===== src/rtl/router_output_arbiter.sv =====
// Round-robin packet arbiter for one router output port; drives the payload mux select/enable.
// Optional grant watchdog: define ROUTER_ARB_TIMEOUT_EN to revoke grants held TIMEOUT_CYCLES cycles.
module router_output_arbiter #(
    parameter int NREQ           = 8,
    parameter int IDW            = 3,
    parameter int TIMEOUT_CYCLES = 64
) (
    input  logic            clock,
    input  logic            reset_n,
    input  logic [NREQ-1:0] req,
    input  logic [NREQ-1:0] done,
    input  logic            fifo_full,
    output logic [NREQ-1:0] gnt,
    output logic [IDW-1:0]  gnt_id,
    output logic            gnt_vld,
    output logic            stall,
    output logic            timeout
);

    typedef enum logic [1:0] {
        ST_IDLE    = 2'd0,
        ST_GRANT   = 2'd1,
        ST_RELEASE = 2'd2
    } state_t;

    state_t          state_r;
    logic [IDW-1:0]  ptr_r;
    logic [NREQ-1:0] gnt_r;
    logic [IDW-1:0]  gnt_id_r;
    logic            gnt_vld_r;
    logic            pick_vld_s;
    logic [IDW-1:0]  pick_id_s;
    logic            owner_end_s;

`ifdef ROUTER_ARB_TIMEOUT_EN
    localparam int HOLD_W = $clog2(TIMEOUT_CYCLES + 1);
    localparam logic [HOLD_W-1:0] HOLD_LAST = HOLD_W'(TIMEOUT_CYCLES - 1);
    localparam logic [HOLD_W-1:0] HOLD_MAX  = HOLD_W'(TIMEOUT_CYCLES);
    logic [HOLD_W-1:0] hold_cnt_r;
    logic              timeout_r;
`endif

    // First set request at or after the pointer; the index wraps naturally in IDW bits.
    function automatic logic [IDW:0] rr_pick(input logic [NREQ-1:0] r, input logic [IDW-1:0] p);
        logic [IDW:0]   res;
        logic [IDW-1:0] idx;
        res = '0;
        for (int i = NREQ - 1; i >= 0; i--) begin
            idx = p + IDW'(i);
            if (r[idx]) begin
                res = {1'b1, idx};
            end else begin
                res = res;
            end
        end
        return res;
    endfunction

    // Winner candidate and owner-completion detection.
    always_comb begin
        {pick_vld_s, pick_id_s} = rr_pick(req, ptr_r);
        owner_end_s             = done[gnt_id_r] | ~req[gnt_id_r];
    end

    // Arbitration state machine with registered grant outputs.
    always_ff @(posedge clock or negedge reset_n) begin
        if (!reset_n) begin
            state_r    <= ST_IDLE;
            ptr_r      <= '0;
            gnt_r      <= '0;
            gnt_id_r   <= '0;
            gnt_vld_r  <= 1'b0;
`ifdef ROUTER_ARB_TIMEOUT_EN
            hold_cnt_r <= '0;
            timeout_r  <= 1'b0;
`endif
        end else begin
`ifdef ROUTER_ARB_TIMEOUT_EN
            timeout_r <= 1'b0;
`endif
            case (state_r)
                ST_IDLE: begin
                    if (pick_vld_s && !fifo_full) begin
                        gnt_r      <= NREQ'(1) << pick_id_s;
                        gnt_id_r   <= pick_id_s;
                        gnt_vld_r  <= 1'b1;
                        state_r    <= ST_GRANT;
`ifdef ROUTER_ARB_TIMEOUT_EN
                        hold_cnt_r <= '0;
`endif
                    end
                end
                ST_GRANT: begin
                    // A dropped request is an abort and releases like a completed packet.
                    if (owner_end_s) begin
                        gnt_r     <= '0;
                        gnt_vld_r <= 1'b0;
                        ptr_r     <= gnt_id_r + IDW'(1);
                        state_r   <= ST_RELEASE;
                    end
`ifdef ROUTER_ARB_TIMEOUT_EN
                    else if (hold_cnt_r == HOLD_LAST) begin
                        gnt_r     <= '0;
                        gnt_vld_r <= 1'b0;
                        ptr_r     <= gnt_id_r + IDW'(1);
                        timeout_r <= 1'b1;
                        state_r   <= ST_RELEASE;
                    end else if (hold_cnt_r != HOLD_MAX) begin
                        hold_cnt_r <= hold_cnt_r + HOLD_W'(1);
                    end
`endif
                end
                ST_RELEASE: begin
                    state_r <= ST_IDLE;
                end
                default: begin
                    state_r   <= ST_IDLE;
                    gnt_r     <= '0;
                    gnt_vld_r <= 1'b0;
                end
            endcase
        end
    end

    assign gnt     = gnt_r;
    assign gnt_id  = gnt_id_r;
    assign gnt_vld = gnt_vld_r;
    assign stall   = gnt_vld_r & fifo_full;
`ifdef ROUTER_ARB_TIMEOUT_EN
    assign timeout = timeout_r;
`else
    assign timeout = 1'b0;
`endif

endmodule


===== config.mk =====
export PLATFORM = sky130hd
export DESIGN_NAME = router_output_arbiter
export DESIGN_NICKNAME = d
export VERILOG_FILES = /design/src/rtl/router_output_arbiter.sv
export SDC_FILE = /design/constraint.sdc
export NUM_CORES = 1
export LEC_CHECK = 0
export CORE_UTILIZATION = 34
export CTS_CLUSTER_DIAMETER = 30
export DETAILED_ROUTE_END_ITERATION = 8
export GPL_ROUTABILITY_DRIVEN = 0
export PLACE_DENSITY = 0.65
export SLEW_MARGIN = 20
export SYNTH_ARGS = -nofsm -noshare
export SYNTH_HDL_FRONTEND = slang
export SYNTH_SLANG_ARGS = --single-unit

===== constraint.sdc =====
create_clock -name clock -period 2.8 [get_ports clock]
set_input_delay 0.28 -clock clock [delete_from_list [all_inputs] [get_ports clock]]
set_output_delay 0.28 -clock clock [all_outputs]
set_load 0.01 [all_outputs]

==> results.json <==
{
  "outcome": "complete, no violations",
  "max-vdd-ir-drop_mv": 0.582,
  "grt_pass1_wl_microns": 7930,
  "hold_path_class": "in -> async",
  "dr.pass1.iters": 4,
  "switchingPower_mw": 1.65,
  "synth_cell_types": 62,
  "cts_tree": "done",
  "start_kind": "flop",
  "nNetsFinal": 283,
  "numCtsBuffers": 3,
  "final_util_pct": 47.9,
  "placed_cells": 326,
  "worst_clock_skew_ns": 0.00131,
  "ys.flop_type": "dfrtp_1",
  "grt.total_usage_pct": 16.9,
  "hold_viol": 0,
  "route.detailed.drc": 0,
  "gr-total-overflow": 0,
  "ios": 33,
  "grt_pass1_vias": 1651,
  "die_y_microns": 76.8,
  "placed_area_sq_mm": 0.00244,
  "synth-edff-count": 0,
  "max_slew.worst_pin.slew_ns": 0.772,
  "finalCriticalPeriod_ns": 2.73,
  "ctsHoldBuffers": 0,
  "initial_core_util_pct": 36.3,
  "portBuffers": 31,
  "vias": 1850,
  "finalCritPeriodShare_pct": 97.6,
  "yosys_warnings": 0,
  "antennaDiodeCount": 0,
  "switching_share_pct": 48.0,
  "pwr-share-seq_pct": 13.2,
  "required_ns": 2.97,
  "final_cell_mix": "clkdlybuf4s50_1 (31), buf_4 (30), nand2_1 (26), nor2_1 (17), dfrtp_1 (17)",
  "grt_max_degree": 19,
  "num_rows": 26,
  "seq_area_frac_synth_pct": 22.4,
  "p_int_mw": 1.79,
  "cp-end-kind": "flop",
  "cts_max_level": 1,
  "cts.repair.resized": 2,
  "finalInstanceArea_sq_mm": 0.00251,
  "rsz0062_at_grt": "true",
  "syn-num-nets": 232,
  "antenna_found_initial": 0,
  "drv_cap": 0,
  "fin_cells": 330,
  "clk_latency_ns": 0.26,
  "wl_per_cell_microns": 15.3,
  "cp_data_arrival_time_ns": 2.90,
  "syn_inst": 210,
  "core_sq_mm": 0.00524,
  "finalWirelength_microns": 5040,
  "timing.slew.headroom_pct": 48.4,
  "ant_nets": 0,
  "hpwl_microns": 3930,
  "p_clk_share_pct": 5.4,
  "cts_root_buf": "clkbuf_8",
  "setup_viol_count_final": 0,
  "path_class": "reg -> reg",
  "power_density_mw_per_mm2": 1370,
  "die_w_microns": 76.8,
  "async_reset_ff_share_pct": 100,
  "clock.fmax_ghz": 0.366,
  "drtIter0Drc": 185,
  "cts_setup_buffers": 0,
  "viasPerCell": 5.61,
  "total_power_mw": 3.45,
  "syn_avg_cell_area_sq_um": 9.06,
  "synth_area_sq_mm": 0.00190,
  "drv_slew": 0,
  "leakagePower_nw": 1.05,
  "die-area_sq_mm": 0.00590,
  "clock-sinks": 17,
  "cts.reportedPaths.clkPinSlew_ns": 0.06,
  "combPwrFrac_pct": 81.4,
  "area_delta_synth_final_pct": 31.8,
  "crit_fanout": 11,
  "synth-seq-cells": 17,
  "final_common_cell": "clkdlybuf4s50_1",
  "clk_path_buf_depth": 2,
  "drive_gt1_share_pct": 24.2
}
cells in the mapped netlist, types with 2 or more instances:
library cell	n	area share, %
a21o_1	2	0.79
a21oi_1	13	3.4
and2_1	2	0.66
buf_1	2	0.39
buf_2	2	0.53
buf_6	2	1.2
clkbuf_1	7	1.4
dfrtp_1	17	22
ha_1	3	2.0
inv_1	7	1.4
mux2_1	2	1.2
mux2_2	5	3.0
mux2_4	2	1.6
mux2i_1	11	5.8
mux4_2	10	12
nand2_1	26	5.1
nand2b_1	5	1.6
nand3_1	2	0.53
nor2_1	17	3.4
nor2b_1	2	0.66
nor3_1	3	0.79
nor3b_1	3	1.2
o211ai_1	2	0.79
o21a_1	2	0.79
o21ai_0	12	3.2
o31ai_1	10	3.9
o32a_1	4	2.1
power groups by stage:
stage	Sequential, mW	Combinational, mW	Clock [mW]
after floorplan	0.454	1.91	0
after global placement	0.458	2.70	0
after detailed placement	0.460	2.70	0
after CTS	0.455	2.73	0.191
after global routing	0.471	3.02	0.205
final	0.454	2.81	0.186
critical path, cell delays in order (launching register included):
cell      delay, ns
dfrtp_1        0.39
buf_4          0.24
mux2_1         0.39
nor3b_1        0.29
a211oi_2       0.12
o311a_1        0.41
or4b_4         0.57
o31ai_1        0.24
cells by family after synthesis:
family | after synthesis | synth area share, %
simple gates | 67 | 17.1
buf+inv | 24 | 6.78
flops | 17 | 22.4
fa+ha+maj | 3 | 1.97
compound gates | 63 | 24.3
mux | 32 | 25.5
other cells | 1 | 0.197
xor+xnor | 3 | 1.78
metrics by stage:
step	worst slack, ns	setup TNS, ns	hold slack (ns)
2_1_floorplan	0.00994	0	-0.0156
3_3_place_gp	-0.0194	-0.0434	0.463
3_5_place_dp	-0.0405	-0.130	0.470
4_1_cts	0.0352	0	0.483
5_1_grt	-0.0547	-0.111	0.505
6_report	0.0679	0	0.474
metal layers:
layer | track usage, % | wire length, microns
met1 | 24.0 | 2310
met2 | 25.6 | 2310
met3 | 3.57 | 330
met4 | 4.81 | 96
met5 | 0 | 0
worst paths after layout:
path                                       from               endpoint  slack, ns  cells past startpoint
max                        ptr_r[0]$_DFFE_PN0P_     gnt[0]$_DFFE_PN0P_       0.07                      7
max in group asynchronous               reset_n     gnt[4]$_DFFE_PN0P_       1.85                      1
min                                     reset_n  gnt_id[0]$_DFFE_PN0P_       0.47                      1
max reg2reg                ptr_r[0]$_DFFE_PN0P_     gnt[0]$_DFFE_PN0P_       0.07                      7
min in group clock           gnt[5]$_DFFE_PN0P_     gnt[5]$_DFFE_PN0P_       0.48                      2
min reg2reg                  gnt[5]$_DFFE_PN0P_     gnt[5]$_DFFE_PN0P_       0.48                      2
state kept, by name, summed over array words and instances (netlist names):
name / flops
ptr_r: 3
gnt_id: 3
gnt: 8
state_r: 2
gnt_vld: 1
layout make-up:
cell class,instances,area [sq um]
multi-input combinational,169,1370
sequential,17,425
clock buffer,4,45.0
timing repair buffer,62,547
fill,474,2730
inverter,8,30.0
tap,70,87.6
Power figures use the tool's default switching activity.
